--- src/rtl/baby_nibble_accumulator.sv ---
// Manchester Baby accumulator sequencer: runs SUB/LDN/ADD through one external
// 4-bit ttl283 adder, least significant nibble first, chaining the carry.
module baby_nibble_accumulator #(
  parameter int WORD_WIDTH    = 32,
  parameter int SETTLE_CYCLES = 2
) (
  input  logic                  clk,
  input  logic                  reset,
  input  logic                  start,
  input  logic [1:0]            op,
  input  logic [WORD_WIDTH-1:0] operand,
  output logic [3:0]            adder_a,
  output logic [3:0]            adder_b,
  output logic                  adder_c0,
  input  logic [3:0]            adder_s,
  input  logic                  adder_c4,
  output logic [WORD_WIDTH-1:0] accumulator,
  output logic                  negative,
  output logic                  carry_out,
  output logic                  busy,
  output logic                  done
);

  localparam int NIBBLES = WORD_WIDTH / 4;
  localparam int IDX_W   = (NIBBLES > 1) ? $clog2(NIBBLES) : 1;
  localparam int CNT_W   = (SETTLE_CYCLES > 1) ? $clog2(SETTLE_CYCLES) : 1;

  localparam logic [1:0] OP_LDN = 2'b01;
  localparam logic [1:0] OP_ADD = 2'b10;

  typedef enum logic [1:0] {
    IDLE,
    SETTLE,
    DONE
  } state_e;

  state_e                state;
  logic [1:0]            op_reg;
  logic [WORD_WIDTH-1:0] operand_reg;
  logic [WORD_WIDTH-1:0] a_reg;
  logic [WORD_WIDTH-1:0] result_reg;
  logic [IDX_W-1:0]      nib_idx;
  logic [CNT_W-1:0]      settle_cnt;
  logic                  carry_reg;

  logic                  capture;
  logic                  last_nib;
  logic                  is_add;
  logic [WORD_WIDTH-1:0] next_result;

  function automatic logic [3:0] nib_of(input logic [WORD_WIDTH-1:0] word, input int idx);
    return word[4*idx +: 4];
  endfunction

  assign capture  = (settle_cnt == CNT_W'(SETTLE_CYCLES - 1));
  assign last_nib = (nib_idx == IDX_W'(NIBBLES - 1));
  assign is_add   = (op_reg == OP_ADD);
  assign negative = accumulator[WORD_WIDTH-1];

  // Result word with the nibble currently being captured replaced by the adder sum,
  // so the final edge can commit the whole word in one step.
  always_comb begin
    next_result = result_reg;
    for (int i = 0; i < NIBBLES; i++) begin
      if (int'(nib_idx) == i) next_result[4*i +: 4] = adder_s;
    end
  end

  // NOTE: adder drives are registered and loaded one edge ahead of use, so the
  // ttl283 sees inputs that are glitch-free for every settle cycle of a nibble.
  always_ff @(posedge clk) begin
    if (reset) begin
      state       <= IDLE;
      op_reg      <= '0;
      operand_reg <= '0;
      a_reg       <= '0;
      result_reg  <= '0;
      nib_idx     <= '0;
      settle_cnt  <= '0;
      carry_reg   <= 1'b0;
      accumulator <= '0;
      carry_out   <= 1'b0;
      busy        <= 1'b0;
      done        <= 1'b0;
      adder_a     <= '0;
      adder_b     <= '0;
      adder_c0    <= 1'b0;
    end else begin
      case (state)
        IDLE, DONE: begin
          done     <= 1'b0;
          busy     <= 1'b0;
          adder_a  <= '0;
          adder_b  <= '0;
          adder_c0 <= 1'b0;
          state    <= IDLE;
          if (start) begin
            state       <= SETTLE;
            busy        <= 1'b1;
            op_reg      <= op;
            operand_reg <= operand;
            a_reg       <= (op == OP_LDN) ? '0 : accumulator;
            carry_reg   <= (op != OP_ADD);
            nib_idx     <= '0;
            settle_cnt  <= '0;
            adder_a     <= (op == OP_LDN) ? 4'h0 : accumulator[3:0];
            adder_b     <= (op == OP_ADD) ? operand[3:0] : ~operand[3:0];
            adder_c0    <= (op != OP_ADD);
          end
        end

        SETTLE: begin
          if (capture) begin
            settle_cnt <= '0;
            result_reg <= next_result;
            carry_reg  <= adder_c4;
            if (last_nib) begin
              accumulator <= next_result;
              carry_out   <= adder_c4;
              state       <= DONE;
              busy        <= 1'b0;
              done        <= 1'b1;
              adder_a     <= '0;
              adder_b     <= '0;
              adder_c0    <= 1'b0;
            end else begin
              nib_idx  <= nib_idx + 1'b1;
              adder_a  <= nib_of(a_reg, int'(nib_idx) + 1);
              adder_b  <= is_add ? nib_of(operand_reg, int'(nib_idx) + 1)
                                 : ~nib_of(operand_reg, int'(nib_idx) + 1);
              adder_c0 <= adder_c4;
            end
          end else begin
            settle_cnt <= settle_cnt + 1'b1;
          end
        end

        default: state <= IDLE;
      endcase
    end
  end

endmodule

--- config.mk ---
export PLATFORM = sky130hd
export DESIGN_NAME = baby_nibble_accumulator
export DESIGN_NICKNAME = d
export VERILOG_FILES = /design/src/rtl/baby_nibble_accumulator.sv
export SDC_FILE = /design/constraint.sdc
export NUM_CORES = 1
export LEC_CHECK = 0
export CORE_AREA = 4 4 123 125
export CTS_BUF_LIST = sky130_fd_sc_hd__clkbuf_2
export DETAILED_ROUTE_END_ITERATION = 7
export DIE_AREA = 0 0 127 129
export PLACE_DENSITY = 0.66
export SLEW_MARGIN = 10
export SYNTH_ARGS = -nofsm -noshare
export SYNTH_HDL_FRONTEND = slang
export SYNTH_SLANG_ARGS = --single-unit
--- constraint.sdc ---
create_clock -name clk -period 3 [get_ports clk]
set_input_delay 0.9 -clock clk [delete_from_list [all_inputs] [get_ports clk]]
set_output_delay 0.9 -clock clk [all_outputs]
set_load 0.005 [all_outputs]
=== Word level (Yosys, flattened, before mapping) ===
Index checks and enable logic that the tools add are counted.

* Register bits after elaboration: 148
* Output and inout bits: 45
* Word-level logic and storage cells: 93

* Add/sub/neg operators: 3
* Eq/ne operators: 18
* Shift-type cells: 2
* Multiplexer cells: 42
* Bitwise operators: 2
* Reductions and logical operators: 12

{| class="wikitable"
|+ Operators by type and width
! operator !! count
|-
| $mux 4 || 17
|-
| $mux 32 || 1
|-
| $shiftx 32x32->4 || 1
|-
| $shiftx 32x7->4 || 1
|-
| $pmux 4 s2 || 2
|-
| $eq 3x3->1 const B || 5
|-
| $mux 1 || 11
|-
| $ne 2x2->1 const B || 5
|-
| $reduce_and 2->1 || 5
|-
| $mux 3 || 3
|-
| $not 4->4 || 2
|-
| $pmux 1 s2 || 4
|-
| $eq 2x2->1 const B || 3
|-
| $eq 3x2->1 const B || 2
|-
| $pmux 3 s2 || 1
|-
| $reduce_and 3->1 || 2
|-
| $add 3x1->4 const B || 1
|-
| $eq 2x1->1 const B || 2
|-
| $mux 2 || 2
|-
| $pmux 2 s2 || 1
|-
| $reduce_and 4->1 || 1
|-
| $add 3x1->3 const B || 1
|-
| $eq 3x1->1 const B || 1
|-
| $logic_not 3->1 || 1
|-
| other kinds (4) || 4
|}

=== Longest topological paths before layout ===
* Depth in word-level cells: 7
* Gate-level depth with buffers: 9

=== Worst setup path before layout ===
Ideal clock, no wire load.

* Path type: input to register
* Start point: in reset
* End point: reg accumulator[29]
* Arrival: 1.685 ns
* Data required time: 2.865 ns
* Setup slack: 1.180 ns
* Cell stages on the path: 4
* Path buffers: 3
* Path through: buf_2 clkbuf_1 clkbuf_1 a21oi_1

{| class="wikitable"
|+ RTL lines
! element !! line !! source
|-
| from (decl) || 8 || <nowiki>input logic reset,</nowiki>
|-
| to (signal assigned) || 118 || <nowiki>accumulator <= next_result;</nowiki>
|-
| to (decl) || 17 || <nowiki>output logic [WORD_WIDTH-1:0] accumulator,</nowiki>
|}

No word-level cell between the ends.

=== Worst setup path after layout ===
* Start point: reg accumulator[13]
* End point: out accumulator[13]

No word-level cell between the ends.

==> flow_summary.yaml <==
final_layout:
  num_antenna_cells: 0
  syn2layout_area_growth_pct: 19.0
  layout_common_cells: "dfxtp_1, nand2_1, clkdlybuf4s50_1"
  largest_register: "accumulator"
  nets: 771
  drive_above_1_share_pct: 11.3
  largest_reg_flops: 32
  utilization_pct: 52.5
  layout_commonest_cell: "dfxtp_1"
drt:
  drtPass1Iterations: 5
  postRouteAntennaNets: 0
  vias_per_cell: 5.54
  drt_iter0_drc: 421
  vias: 5072
  route.detailed.wl_per_inst_um: 16.8
  drt_wl_total_um: 15400
  post-route-drc-count: 0
synthesis:
  synth_top_family_by_area: "compound AO/OA/AOI/OAI gates"
  synth-compound-area-share_pct: 23.7
  synthMuxAreaShare_pct: 6.82
  ys_warn_count: 0
  synthesis.area_mm2: 0.00613
  synth.distinct_cells: 53
  syn_area_per_cell_um2: 9.12
  synthAdderAreaFrac_pct: 1.23
  synth_seq_area_share_pct: 44.4
  synthesis.nets: 720
  synth_simple_gate_area_share_pct: 16.5
  yosys_register_bits: 136
  netlist_instances: 672
  synthXorXnorAreaFrac_pct: 0.858
clock_tree:
  clk_latency_ps: 690
  post_cts_resized: 0
  root_buffer: "clkbuf_2"
  cts_tree: "yes"
  cts_buffers: 17
  cts_setup_buffers: 0
  htree_levels: 4
  hold_buffers: 0
  cts.path.max_buffers: 2
  clk_pin_slew_ps: 210
  clkSinkCount: 136
pwr:
  internal_power_mw: 2.71
  p_sw_mw: 0.890
  p_leak_nw: 2.45
  p_comb_share_pct: 9.8
  p_per_area_mw_per_mm2: 495
  pwr-share-seq_pct: 52.1
  p_sw_share_pct: 24.7
  pwr-share-clk_pct: 38.2
  ir_worst_vdd_uv: 249
  total_power_mw: 3.60
sta:
  min_period_over_period_pct: 85.8
  clock_skew_ps: 32.6
  min_period_ps: 2580
  rsz0062_at_grt: "false"
  fmax_ghz: 0.388
  worstMarginPinSlew_ps: 689
  max_slew_margin_pct: 53.9
  tns_ps: 0
  setup_violations: 0
  hold_viol: 0
  maxSlewViolCount: 0
critical_path:
  cp_data_arrival_time_ps: 1680
  start_kind: "flop"
  cp_num_buf_inv: 1
  rr_worst_depth: 7
  worst-path-stages: 1
  max_stage_delay_ps: 540
  crit-reg2reg-launch: "nib_idx[1]$_SDFFE_PP0P_"
  critPathCaptureType: "primary output"
  crit_type: "reg -> out"
  cp_cell_sequence: "clkdlybuf4s50_1"
  cp_top_family: "buffers and inverters"
  slowest_stage: "clkdlybuf4s50_1"
  critPathMaxFanout: 3
  startpoint: "accumulator[13]$_SDFFE_PP0P_"
  crit_required_ps: 2100
place:
  port_buffers: 86
  gp_congestion: 0.792
  dp_hpwl_um: 10700
grt:
  antenna_found_initial: 0
  grt_pass1_wl_um: 25200
  grt_pass1_vias: 4850
  grt_start_max_net_pins: 122
  grt_use_total_pct: 19.3
  grt_overflow: 0
floorplanning:
  core_mm2: 0.0139
  die_y_um: 129
  dieArea_mm2: 0.0164
  initial_core_util_pct: 44.1
  rows: 43
  boundaryPins: 87
  die_width_um: 127
worst_hold_path:
  hp-start: "operand_reg[31]$_SDFFE_PP0P_"
  min_delay_path_depth: 2
  holdCritPathClass: "reg -> reg"
run_status:
  status: "finished clean"
flow_run:
  max_cap_viol_count: 0
## metrics by stage
step           hold WS (ps)  setup slack, ps  area (um2)  instances
6_report                463              425        7290        916
5_1_grt                 490              278        7290        916
4_1_cts                 466              351        7290        916
3_5_place_dp            444              511        6970        884
3_3_place_gp            433              575        6970        884
2_1_floorplan           426             1180        6130        672
## per-layer routing
| metal | track usage, % | up-vias | share of wire [%] |
|---|---|---|---|
| met5 | 0 | - | 0 |
| met3 | 4.86 | 19 | 5.7 |
| met1 | 26.9 | 2415 | 47 |
| li1 | - | 2490 | - |
| met2 | 29.5 | 148 | 45 |
| met4 | 6.25 | 0 | 1.4 |
## cell families (layout without fill, tap and decap cells)
family,after synthesis,count (layout)
adders and majority gates,6,6
buffers and inverters,73,137
and+or+nand+nor,221,221
DFF,136,136
muxes,36,36
AOI/OAI and AO/OA,194,194
xor gates and xnor gates,6,6
## synthesized netlist by cell type (all sizes together)
| library cell | n | area [um2] |
|---|---|---|
| o21ai | 4 | 20.0 |
| ha | 6 | 75.1 |
| clkbuf | 24 | 93.8 |
| a311oi | 9 | 78.8 |
| nor3b | 3 | 45.1 |
| o2bb2ai | 4 | 35.0 |
| a2bb2oi | 3 | 26.3 |
| a31oi | 7 | 43.8 |
| or2 | 1 | 6.26 |
| and3b | 2 | 17.5 |
| inv | 9 | 33.8 |
| a22oi | 28 | 210 |
| and2b | 2 | 17.5 |
| nor2 | 69 | 272 |
| mux4 | 4 | 90.1 |
| and2 | 2 | 12.5 |
| a21oi | 59 | 303 |
| nand3b | 4 | 30.0 |
| nand2b | 6 | 45.0 |
| nand2 | 97 | 364 |
| buf | 40 | 269 |
| a21o | 9 | 67.6 |
| a221oi | 1 | 8.76 |
| dfxtp | 136 | 2720 |
| mux2i | 29 | 290 |
| and3 | 1 | 7.51 |
| nand3 | 17 | 85.1 |
| a22o | 23 | 201 |
| a21boi | 1 | 18.8 |
| xnor2 | 6 | 52.6 |
| nand4 | 4 | 25.0 |
| o211ai | 16 | 145 |
| a211oi | 20 | 215 |
| nor2b | 10 | 70.1 |
| nor3 | 3 | 15.0 |
| o22a | 5 | 43.8 |
| o22ai | 5 | 31.3 |
| mux2 | 3 | 37.5 |
## final timing paths
path | endpoint | slack (ps)
max | accumulator[13] | 420
min | operand_reg[31]$_SDFFE_PP0P_ | 460
min reg2reg | operand_reg[31]$_SDFFE_PP0P_ | 460
max reg2reg | accumulator[26]$_SDFFE_PP0P_ | 640
## power groups by stage
| stage | clock [mW] | combinational, mW | sequential [mW] |
|---|---|---|---|
| CTS | 1.41 | 0.354 | 1.88 |
| floorplan | 0 | 0.225 | 1.91 |
| detailed placement | 0 | 0.353 | 1.91 |
| global placement | 0 | 0.347 | 1.91 |
| finish | 1.38 | 0.352 | 1.88 |
| global route | 1.48 | 0.386 | 1.88 |
## cell type report
cell class | count | area [um2]
Clock buffer | 18 | 90.1
Clock inverter | 14 | 229
Fill cell | 1293 | 6590
Inverter | 9 | 33.8
Multi-Input combinational cell | 463 | 3020
Sequential cell | 136 | 2720
Tap cell | 180 | 225
Timing Repair Buffer | 96 | 971
Note: power is estimated with default switching activity, not from simulation.
